--- src/rtl/hazard_scoreboard.sv ---
// Issue-side hazard scoreboard: tracks in-flight register writes by latency class and
// stalls/bubbles the ID instruction when an operand cannot yet be forwarded.
`ifndef GPR_ADDR_SPACE
`define GPR_ADDR_SPACE 4:0
`endif

module hazard_scoreboard #(
    parameter int unsigned MUL_LAT = 3,
    parameter int unsigned CNT_W   = 3
) (
    input  logic                   clk,
    input  logic                   rst_n,
    input  logic                   id_valid,
    input  logic [`GPR_ADDR_SPACE] id_rs1_addr,
    input  logic                   id_rs1_re,
    input  logic [`GPR_ADDR_SPACE] id_rs2_addr,
    input  logic                   id_rs2_re,
    input  logic                   id_is_branch,
    input  logic [`GPR_ADDR_SPACE] id_rd_addr,
    input  logic                   id_rd_we,
    input  logic [1:0]             id_lat_class,
    input  logic                   flush_exe,
    input  logic                   div_done,
    input  logic [`GPR_ADDR_SPACE] div_rd_addr,
    output logic                   stall_pc,
    output logic                   stall_if_id,
    output logic                   bubble_id_exe,
    output logic [31:0]            sb_busy
);

    typedef enum logic [1:0] {
        LatAlu  = 2'b00,
        LatLoad = 2'b01,
        LatMul  = 2'b10,
        LatDiv  = 2'b11
    } lat_class_e;

    localparam logic [CNT_W-1:0] CntOne = CNT_W'(1);
    localparam logic [CNT_W-1:0] CntMul = CNT_W'(MUL_LAT - 1);

    logic [31:0][CNT_W-1:0] cnt_q, cnt_d;
    logic [31:0]            lbusy_q, lbusy_d;
    logic [`GPR_ADDR_SPACE] ex_rd_q, mem_ld_rd_q;
    logic                   ex_v_q, ex_ld_q, mem_ld_v_q;

    logic [31:0] busy;
    logic        br_blk1, br_blk2;
    logic        rs1_haz, rs2_haz, waw_haz;
    logic        stall, issue, rd_wr;
    lat_class_e  lat;

    assign lat = lat_class_e'(id_lat_class);

    always_comb begin
        busy = '0;
        for (int r = 1; r < 32; r++) begin
            busy[r] = (cnt_q[r] != '0) || lbusy_q[r];
        end
    end

    assign sb_busy = busy;

    // Branches resolve in ID and only see EXE_MEM ALU results, not load or MEM_WB data.
    assign br_blk1 = (ex_v_q && (id_rs1_addr == ex_rd_q)) ||
                     (mem_ld_v_q && (id_rs1_addr == mem_ld_rd_q));
    assign br_blk2 = (ex_v_q && (id_rs2_addr == ex_rd_q)) ||
                     (mem_ld_v_q && (id_rs2_addr == mem_ld_rd_q));

    assign rs1_haz = id_rs1_re && (id_rs1_addr != '0) &&
                     (busy[id_rs1_addr] || (id_is_branch && br_blk1));
    assign rs2_haz = id_rs2_re && (id_rs2_addr != '0) &&
                     (busy[id_rs2_addr] || (id_is_branch && br_blk2));
    assign waw_haz = id_rd_we && (id_rd_addr != '0) && busy[id_rd_addr];

    assign stall         = id_valid && (rs1_haz || rs2_haz || waw_haz);
    assign stall_pc      = stall;
    assign stall_if_id   = stall;
    assign bubble_id_exe = stall;

    assign issue = id_valid && !stall;
    assign rd_wr = issue && id_rd_we && (id_rd_addr != '0);

    // Priority: new issue > flush of ID_EXE > divider completion / countdown.
    always_comb begin
        lbusy_d = lbusy_q;
        for (int r = 0; r < 32; r++) begin
            cnt_d[r] = (cnt_q[r] != '0) ? cnt_q[r] - CntOne : '0;
        end
        if (div_done) begin
            lbusy_d[div_rd_addr] = 1'b0;
        end
        if (flush_exe && ex_v_q) begin
            cnt_d[ex_rd_q]   = '0;
            lbusy_d[ex_rd_q] = 1'b0;
        end
        if (rd_wr) begin
            unique case (lat)
                LatAlu:  cnt_d[id_rd_addr]   = '0;
                LatLoad: cnt_d[id_rd_addr]   = CntOne;
                LatMul:  cnt_d[id_rd_addr]   = CntMul;
                LatDiv:  lbusy_d[id_rd_addr] = 1'b1;
            endcase
        end
        cnt_d[0]   = '0;
        lbusy_d[0] = 1'b0;
    end

    always_ff @(posedge clk or negedge rst_n) begin
        if (!rst_n) begin
            cnt_q       <= '0;
            lbusy_q     <= '0;
            ex_rd_q     <= '0;
            ex_v_q      <= 1'b0;
            ex_ld_q     <= 1'b0;
            mem_ld_rd_q <= '0;
            mem_ld_v_q  <= 1'b0;
        end else begin
            cnt_q       <= cnt_d;
            lbusy_q     <= lbusy_d;
            ex_rd_q     <= id_rd_addr;
            ex_v_q      <= rd_wr;
            ex_ld_q     <= (lat == LatLoad);
            mem_ld_rd_q <= ex_rd_q;
            mem_ld_v_q  <= ex_v_q && ex_ld_q && !flush_exe;
        end
    end

endmodule

--- config.mk ---
export PLATFORM = sky130hd
export DESIGN_NAME = hazard_scoreboard
export DESIGN_NICKNAME = d
export VERILOG_FILES = /design/src/rtl/hazard_scoreboard.sv
export SDC_FILE = /design/constraint.sdc
export NUM_CORES = 1
export LEC_CHECK = 0
export ABC_CLOCK_PERIOD_IN_PS = 7050
export BUFFER_PORTS_ARGS = -buffer_cell sky130_fd_sc_hd__buf_4
export CAP_MARGIN = 20
export CORE_MARGIN = 2
export CORE_UTILIZATION = 60
export DETAILED_ROUTE_END_ITERATION = 7
export GPL_TIMING_DRIVEN = 0
export PLACE_DENSITY = 0.82
export RECOVER_POWER = 50
export SYNTH_ARGS = -nofsm -noshare
export SYNTH_HDL_FRONTEND = slang
export SYNTH_SLANG_ARGS = --single-unit
--- constraint.sdc ---
create_clock -name clk -period 7.05 [get_ports clk]
set_input_delay 1.41 -clock clk [delete_from_list [all_inputs] [get_ports clk]]
set_output_delay 1.41 -clock clk [all_outputs]
set_load 0.01 [all_outputs]
==> flow_summary.html <==
<table>
<tr><th>Metric</th><th>Value</th></tr>
<tr><th colspan="2">Global route</th></tr>
<tr><td>Number of global-route vias before repair</td><td>8324</td></tr>
<tr><td>Initial antenna violation count</td><td>0</td></tr>
<tr><td>All-Layer GR Usage</td><td>38.13%</td></tr>
<tr><td>Pin count of the biggest net entering global routing</td><td>96</td></tr>
<tr><td>Remaining global-route overflow</td><td>0</td></tr>
<tr><td>First-pass GRT wire length</td><td>46190 um</td></tr>
<tr><th colspan="2">Floorplan</th></tr>
<tr><td>Placeable core region</td><td>14530 um^2</td></tr>
<tr><td>Floorplan row count</td><td>44</td></tr>
<tr><td>Starting utilization of the core area</td><td>61.57%</td></tr>
<tr><td>Total die area</td><td>15910 um^2</td></tr>
<tr><td>Top-Level Pins</td><td>66</td></tr>
<tr><td>Die X-Extent</td><td>126.1 um</td></tr>
<tr><td>Die H</td><td>126.1 um</td></tr>
<tr><th colspan="2">Route</th></tr>
<tr><td>Average wire length per cell after detail routing</td><td>23.17 um</td></tr>
<tr><td>Routed vias/inst</td><td>6.637</td></tr>
<tr><td>Detailed-route via count</td><td>8602</td></tr>
<tr><td>Sum of routed wire length over all layers</td><td>30030 um</td></tr>
<tr><td>Residual antenna-violating net count after detailed routing</td><td>0</td></tr>
<tr><td>DRC violations left</td><td>0</td></tr>
<tr><td>Violation count after the first detailed-route iteration</td><td>1145</td></tr>
<tr><td>Drt first pass iters</td><td>6</td></tr>
<tr><th colspan="2">Critical path</th></tr>
<tr><td>Kind of end point of the critical path</td><td>output port</td></tr>
<tr><td>Startpoint class of the critical path</td><td>input port</td></tr>
<tr><td>Arrival time of the worst setup path</td><td>4.75 ns</td></tr>
<tr><td>Crit Path Max Fanout</td><td>10</td></tr>
<tr><td>Worst Setup Path Type</td><td>input port to output port</td></tr>
<tr><td>Worst endpoint required time</td><td>5.64 ns</td></tr>
<tr><th colspan="2">Yosys</th></tr>
<tr><td>Library cell occupying the most area in the post-synthesis netlist</td><td>dfrtp_1</td></tr>
<tr><td>Share of the yosys chip area belonging to registers</td><td>38.31%</td></tr>
<tr><td>Dominant combinational cell family by area after synthesis</td><td>simple AND/OR/NAND/NOR gates</td></tr>
<tr><td>Multiplexer share of the synthesized area</td><td>6.124%</td></tr>
<tr><td>Complex-gate fraction of the synthesized area</td><td>14.95%</td></tr>
<tr><td>Fraction of synthesized cell area in xor and xnor cells</td><td>1.957%</td></tr>
<tr><td>Synthesis warning total</td><td>0</td></tr>
<tr><td>Netlist area before placement</td><td>8949 um^2</td></tr>
<tr><td>Share of the synthesized area in the top cell type</td><td>38.31%</td></tr>
<tr><td>Synthesized area divided by synthesized cell count</td><td>8.799 um^2</td></tr>
<tr><td>Register bit total from synthesis</td><td>137</td></tr>
<tr><td>Net count after synthesis</td><td>1110</td></tr>
<tr><td>Number of flops mapped to enable cells by yosys</td><td>0</td></tr>
<tr><td>Post-synthesis cell type count</td><td>62</td></tr>
<tr><td>Share of flip-flops with an asynchronous set or reset after synthesis</td><td>100.0%</td></tr>
<tr><td>Commonest register cell after synthesis</td><td>dfrtp_1</td></tr>
<tr><td>Post-Synth Adder-Cell Area</td><td>8.669%</td></tr>
<tr><td>Top post-synthesis cells by count</td><td>151 x nand2_1, 137 x dfrtp_1, 77 x nor2_1</td></tr>
<tr><td>Simple-gate portion of the synthesized area</td><td>24.15%</td></tr>
<tr><td>Library cell with the highest instance count after synthesis</td><td>nand2_1</td></tr>
<tr><td>Top cells by area, synth</td><td>dfrtp_1 38%, ha_1 8.7%, nand2_1 6.3%</td></tr>
<tr><td>Synthesized netlist cell count</td><td>1017</td></tr>
<tr><th colspan="2">Power</th></tr>
<tr><td>Internal power consumption</td><td>1.539 mW</td></tr>
<tr><td>Overall power after layout</td><td>2.244 mW</td></tr>
<tr><td>Share of power burned in registers</td><td>38.5%</td></tr>
<tr><td>Highest ir drop seen on vdd</td><td>249.6 uV</td></tr>
<tr><td>Static leakage</td><td>4.915 nW</td></tr>
<tr><td>Clock network fraction of total power</td><td>39.2%</td></tr>
<tr><td>Share of total power in combinational logic</td><td>22.4%</td></tr>
<tr><td>Net switching share of the total power</td><td>31.42%</td></tr>
<tr><td>Switching power</td><td>0.7052 mW</td></tr>
<tr><td>Power per cell area</td><td>220.1 nW/um^2</td></tr>
<tr><th colspan="2">Clocking</th></tr>
<tr><td>Root Buffer Master</td><td>clkbuf_16</td></tr>
<tr><td>Num CTS Buffers</td><td>17</td></tr>
<tr><td>H-tree depth reported by CTS</td><td>4</td></tr>
<tr><td>Number of cells upsized or downsized after cts</td><td>0</td></tr>
<tr><td>Setup Fix Bufs, Post-CTS</td><td>0</td></tr>
<tr><td>Maximum root-to-sink buffer count</td><td>2</td></tr>
<tr><td>Quantity of hold-fixing buffers added after cts</td><td>0</td></tr>
<tr><td>Clock edge transition at the registers on the reported setup and hold paths</td><td>0.06 ns</td></tr>
<tr><td>Clock sink total</td><td>137</td></tr>
<tr><td>TritonCTS clock tree</td><td>built</td></tr>
<tr><td>Clk_lat worst skew</td><td>0.43 ns</td></tr>
<tr><th colspan="2">Timing</th></tr>
<tr><td>Final Max Tran Viols</td><td>140</td></tr>
<tr><td>Hold Fails Final Rpt</td><td>0</td></tr>
<tr><td>Pin slew with the least headroom to its limit</td><td>2.458 ns</td></tr>
<tr><td>Fin crit share</td><td>87.39%</td></tr>
<tr><td>Remaining max-slew budget at the tightest pin</td><td>-63.89%</td></tr>
<tr><td>Worst hold slack after final layout</td><td>0.3781 ns</td></tr>
<tr><td>Fin crit period</td><td>6.161 ns</td></tr>
<tr><td>RSZ-0062 raised after global routing</td><td>no</td></tr>
<tr><td>Final sum of negative setup slack</td><td>0 ns</td></tr>
<tr><td>Layout Skew</td><td>0.008333 ns</td></tr>
<tr><td>Setup violators final</td><td>0</td></tr>
<tr><td>Maximum achievable frequency</td><td>162.3 MHz</td></tr>
<tr><th colspan="2">Final layout</th></tr>
<tr><td>Filler cell count in the final layout</td><td>1168</td></tr>
<tr><td>Net count, final</td><td>1193</td></tr>
<tr><td>Inserted Diodes</td><td>0</td></tr>
<tr><td>Post-route standard cell area excluding fillers</td><td>10200 um^2</td></tr>
<tr><td>Area growth from synthesis to layout</td><td>13.94%</td></tr>
<tr><td>Layout cells sized above 1</td><td>12.32%</td></tr>
<tr><td>Post-layout utilization of the core</td><td>70.15%</td></tr>
<tr><th colspan="2">Job</th></tr>
<tr><td>MaxCap Viol Count</td><td>2</td></tr>
<tr><th colspan="2">Hold path</th></tr>
<tr><td>Hold/Removal Path Class</td><td>register to register</td></tr>
<tr><th colspan="2">Placement</th></tr>
<tr><td>Port bufs</td><td>61</td></tr>
<tr><td>Weighted congestion at the end of routability-driven global placement</td><td>1.051</td></tr>
<tr><td>Placed wire-length estimate</td><td>21190 um</td></tr>
<tr><td>Placed instance area</td><td>9701 um^2</td></tr>
<tr><th colspan="2">Outcome</th></tr>
<tr><td>Status</td><td>finished, violations left</td></tr>
<tr><td>Violations in the final reports</td><td>capacitance limit, slew limit</td></tr>
</table>
[stage by stage]
stage                     cells  worst slack [ns]
after floorplan            1017             2.157
after global placement     1262             1.173
after detailed placement   1265             1.166
after CTS                  1296             1.130
after global routing       1296            0.8338
final                      1296            0.8893
[path summary, 6_finish.rpt]
kind / from / end / slack, ns / cells past startpoint
setup / recovery: id_rd_addr[4] / stall_if_id / 0.89 / 12
hold / removal: ex_rd_q[0] / mem_ld_rd_q[0] / 0.38 / 0
setup reg to reg: cnt_q[69] / cnt_q[18] / 3.14 / 10
hold reg to reg: ex_rd_q[0] / mem_ld_rd_q[0] / 0.38 / 0
max in group asynchronous: rst_n / cnt_q[16] / 1.97 / 2
min in group asynchronous: rst_n / lbusy_q[20] / 1.68 / 1
[power by group through the flow]
stage                     combinational, mW  sequential, mW  clock [mW]
after detailed placement              0.487           0.874           0
after floorplan                       0.286           0.864           0
after CTS                             0.493           0.861       0.883
final                                 0.502           0.863       0.879
after global routing                  0.530           0.866       0.918
after global placement                0.476           0.872           0
[worst max-delay path, cell delays in order]
cell	delay [ns]
clkbuf_1	0.12
buf_2	0.23
nor3b_2	0.51
o21ai_0	0.23
o21ai_0	0.20
a2111oi_0	0.12
a211oi_2	0.80
buf_2	0.39
buf_4	0.28
a21oi_1	0.14
buf_4	0.19
buf_4	0.13
[kinds of logic (layout without fill, tap and decap cells)]
logic type | after synthesis | after routing
compound gates | 202 | 202
xor+xnor | 20 | 20
fa+ha+maj | 62 | 62
buf+inv | 126 | 221
flops | 137 | 137
mux | 39 | 39
other cells | 1 | 1
simple gates | 430 | 430
[registers in the layout, indices dropped and copies added (netlist names)]
| name | cells |
|---|---|
| lbusy_q | 31 |
| mem_ld_v_q | 1 |
| mem_ld_rd_q | 5 |
| cnt_q | 93 |
| ex_ld_q | 1 |
| ex_v_q | 1 |
| ex_rd_q | 5 |
[metal layers]
layer	routed length, um	global-route usage (%)
met1	11080	48.62
met2	13130	57.43
met3	4099	13.21
met4	1730	20.23
met5	0	0
[final cells by class]
| cell class | instances | area, um^2 | share of cell area [%] |
|---|---|---|---|
| clock inverter | 11 | 123.9 | 1.215 |
| timing repair buffer | 64 | 436.7 | 4.283 |
| tap | 184 | 230.2 | 2.258 |
| multi-input combinational | 754 | 5011 | 49.15 |
| inverter | 71 | 266.5 | 2.614 |
| clock buffer | 20 | 446.7 | 4.381 |
| sequential | 137 | 3428 | 33.62 |
| buffer | 55 | 252.7 | 2.479 |
[cells in the final DEF, fill, tap and decap left out, drive strengths merged, types with 4 or more instances in the layout]
cell type / instances
nand2: 151
a211oi: 9
nor3: 37
and2: 6
xnor2: 4
clkbuf: 65
or2: 4
a31oi: 21
and3b: 16
and3: 23
nor2b: 6
ha: 62
nor3b: 14
nand2b: 35
or3: 5
nand3: 26
nor2: 77
a22oi: 12
o22ai: 6
o211ai: 32
a21oi: 32
mux2: 26
o32ai: 21
clkinv: 5
inv: 72
nand3b: 14
nor4: 4
xor2: 16
dfrtp: 137
or3b: 6
o21ai: 50
buf: 74
mux4: 10
No activity file was read; power rests on OpenSTA's default activity.
